$ cat config.mk
export PLATFORM = sky130hd
export DESIGN_NAME = text_terminal_writer
export DESIGN_NICKNAME = d
export VERILOG_FILES = /design/src/rtl/text_terminal_writer.sv
export SDC_FILE = /design/constraint.sdc
export NUM_CORES = 1
export LEC_CHECK = 0
export BUFFER_PORTS_ARGS = -buffer_cell sky130_fd_sc_hd__clkbuf_2
export CORE_MARGIN = 3
export CORE_UTILIZATION = 36
export CTS_CLUSTER_DIAMETER = 40
export DETAILED_ROUTE_END_ITERATION = 12
export GPL_ROUTABILITY_DRIVEN = 0
export PLACE_DENSITY = 0.65
export SLEW_MARGIN = 20
export SYNTH_ARGS = -nofsm -noshare
export SYNTH_HDL_FRONTEND = slang
export SYNTH_SLANG_ARGS = --single-unit
$ cat constraint.sdc
create_clock -name clk -period 6.1 [get_ports clk]
set_clock_uncertainty 0.15 [all_clocks]
set_input_delay 0.305 -clock clk [delete_from_list [all_inputs] [get_ports clk]]
set_output_delay 0.305 -clock clk [all_outputs]
set_load 0.05 [all_outputs]
$ cat src/rtl/text_terminal_writer.sv
// Byte-stream terminal front end for the text RAM write port: keeps a cursor,
// interprets CR/LF/BS/FF and sweeps the screen with FILL_CHAR after reset or on request.
//
// state    | meaning
// ---------+-------------------------------------------------------------
// ST_CLEAR | writing FILL_CHAR to every RAM cell, one per cycle; no input
// ST_READY | accepting bytes, one per cycle, into the cursor position
module text_terminal_writer #(
  parameter int         TEXT_WIDTH  = 60,
  parameter int         TEXT_HEIGHT = 20,
  parameter int         TEXT_LEN    = TEXT_WIDTH * TEXT_HEIGHT,
  parameter int         TEXT_SZ     = $clog2(TEXT_LEN),
  parameter logic [7:0] FILL_CHAR   = 8'h20
) (
  input  logic                           clk,
  input  logic                           reset_n,
  input  logic                           in_valid,
  input  logic [7:0]                     in_char,
  output logic                           in_ready,
  input  logic                           clear_req,
  output logic                           busy,
  output logic [$clog2(TEXT_WIDTH)-1:0]  cursor_col,
  output logic [$clog2(TEXT_HEIGHT)-1:0] cursor_row,
  output logic                           text_wr_ena,
  output logic [7:0]                     text_wr_data,
  output logic [TEXT_SZ-1:0]             text_wr_addr
);

  localparam int COL_W = $clog2(TEXT_WIDTH);
  localparam int ROW_W = $clog2(TEXT_HEIGHT);

  localparam logic [COL_W-1:0]   LAST_COL  = COL_W'(TEXT_WIDTH - 1);
  localparam logic [ROW_W-1:0]   LAST_ROW  = ROW_W'(TEXT_HEIGHT - 1);
  localparam logic [TEXT_SZ-1:0] LAST_ADDR = TEXT_SZ'(TEXT_LEN - 1);
  localparam logic [TEXT_SZ-1:0] ROW_STEP  = TEXT_SZ'(TEXT_WIDTH);

  localparam logic [7:0] CH_BS = 8'h08;
  localparam logic [7:0] CH_LF = 8'h0A;
  localparam logic [7:0] CH_FF = 8'h0C;
  localparam logic [7:0] CH_CR = 8'h0D;

  typedef enum logic {ST_CLEAR, ST_READY} state_t;

  state_t             state_q, state_d;
  logic [TEXT_SZ-1:0] clr_addr_q, clr_addr_d;
  logic [COL_W-1:0]   col_q, col_d;
  logic [ROW_W-1:0]   row_q, row_d;
  logic [TEXT_SZ-1:0] row_start_q, row_start_d;
  logic [TEXT_SZ-1:0] cur_addr_q, cur_addr_d;
  logic               wr_ena_q, wr_ena_d;
  logic [7:0]         wr_data_q, wr_data_d;
  logic [TEXT_SZ-1:0] wr_addr_q, wr_addr_d;

  logic               accept;
  logic               do_clear;
  logic [ROW_W-1:0]   row_adv;
  logic [TEXT_SZ-1:0] row_start_adv;

  assign in_ready     = reset_n && (state_q == ST_READY) && !clear_req;
  assign busy         = !reset_n || (state_q == ST_CLEAR);
  assign accept       = in_valid && in_ready;
  assign cursor_col   = col_q;
  assign cursor_row   = row_q;
  assign text_wr_ena  = wr_ena_q;
  assign text_wr_data = wr_data_q;
  assign text_wr_addr = wr_addr_q;

  // Row advance wraps to the top; the cursor address follows row_start, no multiply.
  assign row_adv       = (row_q == LAST_ROW) ? '0 : row_q + ROW_W'(1);
  assign row_start_adv = (row_q == LAST_ROW) ? '0 : row_start_q + ROW_STEP;

  always_comb begin
    state_d     = state_q;
    clr_addr_d  = clr_addr_q;
    col_d       = col_q;
    row_d       = row_q;
    row_start_d = row_start_q;
    cur_addr_d  = cur_addr_q;
    wr_ena_d    = 1'b0;
    wr_data_d   = wr_data_q;
    wr_addr_d   = wr_addr_q;
    do_clear    = 1'b0;

    case (state_q)
      ST_CLEAR: begin
        if (clear_req) begin
          do_clear = 1'b1;
        end else begin
          wr_ena_d  = 1'b1;
          wr_data_d = FILL_CHAR;
          wr_addr_d = clr_addr_q;
          if (clr_addr_q == LAST_ADDR) state_d = ST_READY;
          else                         clr_addr_d = clr_addr_q + TEXT_SZ'(1);
        end
      end
      default: begin
        if (clear_req) begin
          do_clear = 1'b1;
        end else if (accept) begin
          case (in_char)
            CH_CR: begin
              col_d      = '0;
              cur_addr_d = row_start_q;
            end
            CH_LF: begin
              col_d       = '0;
              row_d       = row_adv;
              row_start_d = row_start_adv;
              cur_addr_d  = row_start_adv;
            end
            CH_BS: begin
              // No reverse wrap: backspace at column 0 is ignored entirely.
              if (col_q != '0) begin
                col_d      = col_q - COL_W'(1);
                cur_addr_d = cur_addr_q - TEXT_SZ'(1);
                wr_ena_d   = 1'b1;
                wr_data_d  = FILL_CHAR;
                wr_addr_d  = cur_addr_q - TEXT_SZ'(1);
              end
            end
            CH_FF: do_clear = 1'b1;
            default: begin
              wr_ena_d  = 1'b1;
              wr_data_d = in_char;
              wr_addr_d = cur_addr_q;
              if (col_q == LAST_COL) begin
                col_d       = '0;
                row_d       = row_adv;
                row_start_d = row_start_adv;
                cur_addr_d  = row_start_adv;
              end else begin
                col_d      = col_q + COL_W'(1);
                cur_addr_d = cur_addr_q + TEXT_SZ'(1);
              end
            end
          endcase
        end
      end
    endcase

    if (do_clear) begin
      state_d     = ST_CLEAR;
      clr_addr_d  = '0;
      col_d       = '0;
      row_d       = '0;
      row_start_d = '0;
      cur_addr_d  = '0;
      wr_ena_d    = 1'b0;
    end
  end

  always_ff @(posedge clk) begin
    if (!reset_n) begin
      state_q     <= ST_CLEAR;
      clr_addr_q  <= '0;
      col_q       <= '0;
      row_q       <= '0;
      row_start_q <= '0;
      cur_addr_q  <= '0;
      wr_ena_q    <= 1'b0;
      wr_data_q   <= '0;
      wr_addr_q   <= '0;
    end else begin
      state_q     <= state_d;
      clr_addr_q  <= clr_addr_d;
      col_q       <= col_d;
      row_q       <= row_d;
      row_start_q <= row_start_d;
      cur_addr_q  <= cur_addr_d;
      wr_ena_q    <= wr_ena_d;
      wr_data_q   <= wr_data_d;
      wr_addr_q   <= wr_addr_d;
    end
  end

endmodule

==> flow_summary.ini <==
[sta]
fmax_mhz = 325
fin_tns_setup_ns = 0
setup_slack_ns = 3.03
post-route-period-util_pct = 50.4
slew-limit-headroom_pct = 46.1
report.final.slew_viol_count = 0
setup_viol = 0
worst_pin_slew_ns = 0.803
fin_crit_ns = 3.07
hold_viol = 0
rsz0062_at_grt = no

[synthesis]
yosys-top-cells-area = dfxtp_1 (32%), a21oi_1 (5.1%), nand2_1 (4.4%)
synthArstFlopShare_pct = 0
syn_area_per_cell_um2 = 7.73
syn-num-nets = 546
synth_cell_types = 67
synth_cells = 525
ys_seq_area_share_pct = 32.0
yosysWarningCount = 0
ys.flop_type = dfxtp_1
synth-edff-count = 0
synth_top_area_share_pct = 32.0
yosysTopAreaCell = dfxtp_1
ys_seq_elements = 65
syn_area_mm2 = 0.00406

[global_route]
grtUsageMet3_pct = 3.23
grt_pass1_vias = 3703
grt_pass1_wl_um = 19500
grt_util_met2_pct = 28.5
overflow = 0
grtUsageTotal_pct = 18.9
grt_max_degree = 28
antenna_found_initial = 0
grt.met1_usage_pct = 26.7
grt_busiest_layer = met2

[drt]
dr.pass1.iters = 8
wl_um = 12000
drtAntennaViolNets = 0
viasPerCell = 6.08
wl_per_cell_um = 17.5
drc = 0
first_iter_violations = 496
via_count = 4180

[cells_and_area]
layout-drive-gt1-share_pct = 13.1
area_growth_pct = 13.1
utilization_pct = 42.0
multi_input_area_mm2 = 0.00256
diodes = 0
regArea_mm2 = 0.00130
nets = 565
nFillCells = 1109

[setup_path]
critPathRequiredTime_ns = 6.17
crit_fanout = 27
crit_path_start_kind = flop
critPathArrivalTime_ns = 3.14
cp-end-kind = flop
r2r_start = state_q
cp-startpoint = state_q
worst-setup-path-type = reg2reg

[die]
die_area_mm2 = 0.0126
die_w_um = 112
die_h_um = 112
num_rows = 38
core_area_mm2 = 0.0109
start_util_pct = 37.1
boundaryPins = 45

[place]
dpl.hpwl_um = 8510
port_buffers = 44
pre_cts_slack_ns = 3.10

[clock_tree]
cts-root-buf = clkbuf_16
numClockSinks = 65
htreeDepth = 3
numCtsBuffers = 9
clockBufferDepth = 2
cts_tree = done
postCtsSetupRepairBufs = 0
ctsHoldBuffers = 0
clk_latency_ns = 0.33
path_clk_slew_ns = 0.06
postCtsResizedCells = 0

[run_status]
status = completed

[power_and_ir_drop]
finalPower_mw = 0.940
p_leak_nw = 1.65
power.density_mw_per_mm2 = 205
worst_ir_drop_vdd_uv = 109

[min_path]
hold_class = in2reg
worstHoldStart = in_char[4]

[flow_run]
maxCapViolCount = 0
-- cell usage in the layout (no fill, tap or decap), drive strengths merged, types with 5 or more instances in the layout --
master	n
nor4	5
o21ai	34
xor2	15
ha	9
a21boi	14
nor3b	5
and2	7
a31oi	7
nand3	22
nor2b	5
inv	12
a21o	5
a211oi	6
a22oi	5
nor2	47
clkbuf	55
nand2	48
and3	10
or3	10
xnor2	14
nand4	8
dfxtp	65
o22ai	5
a211o	8
nor3	12
a21oi	41
-- worst max-delay path, cell delays in order (launching register included) --
cell and delay [ns]:
dfxtp_1 0.84, nand2_1 0.21, nor3b_2 0.47, a41o_1 0.57, buf_4 0.36, a21oi_1 0.07
a311o_1 0.27
-- kinds of logic after synthesis --
group | synth area share [%]
DFF | 32.0
and+or+nand+nor | 25.9
xor gates and xnor gates | 6.26
adders and majority gates | 2.77
buffers and inverters | 4.93
AOI/OAI and AO/OA | 27.1
muxes | 0.986
-- cell type report --
cell class / instances / share of cell area (%)
Multi-Input combinational cell: 408 / 55.7
Clock inverter: 4 / 0.436
Tap cell: 140 / 3.81
Inverter: 12 / 0.981
Sequential cell: 65 / 28.3
Timing Repair Buffer: 48 / 5.45
Clock buffer: 11 / 5.28
-- flip-flops by register name (all words and copies together) (netlist names), 5 cells and up --
register and flops:
clr_addr_q 11, text_wr_addr 11, row_start_q 11, text_wr_data 8, cursor_col 6, cur_addr_q 11, cursor_row 5
-- Yosys cell counts, drive strengths merged, types with 5 or more instances --
master / count
and2: 7
a21oi: 41
nor2: 47
a211oi: 6
xnor2: 14
nor3: 12
inv: 12
o22ai: 5
a22oi: 5
ha: 9
dfxtp: 65
nor3b: 5
nand4: 8
nand3: 22
and3: 10
nor2b: 5
a21o: 5
nand2: 48
nor4: 5
o21ai: 34
xor2: 15
a21boi: 14
a211o: 8
a31oi: 7
clkbuf: 34
or3: 10
buf: 6
-- power breakdown --
group	leakage (nW)	switching, mW	total (mW)	internal (mW)
sequential	0.524	0.00148	0.428	0.427
clock	0.135	0.185	0.465	0.281
combinational	0.993	0.0330	0.0465	0.0135
total	1.65	0.219	0.940	0.721
-- per-layer routing --
metal,vias to the layer above,part of all wire [%]
li1,1967,-
met1,1993,45
met2,194,46
met3,26,6.7
met4,0,2.4
met5,-,0
-- worst paths after layout --
path	end	slack, ns	cells past startpoint
setup reg to reg	cursor_row[4]	3.03	6
setup / recovery	cursor_row[4]	3.03	6
hold / removal	text_wr_data[4]	0.10	3
hold reg to reg	row_start_q[1]	0.31	1
-- stage by stage --
step | hold WS, ns | std cells | instance area, um^2
after floorplan | 0.273 | 525 | 4060
after global placement | 0.291 | 673 | 4330
after detailed placement | 0.291 | 673 | 4330
after CTS | 0.0959 | 688 | 4590
after global routing | 0.113 | 688 | 4590
final | 0.102 | 688 | 4590
No activity file was read; power rests on OpenSTA's default activity.
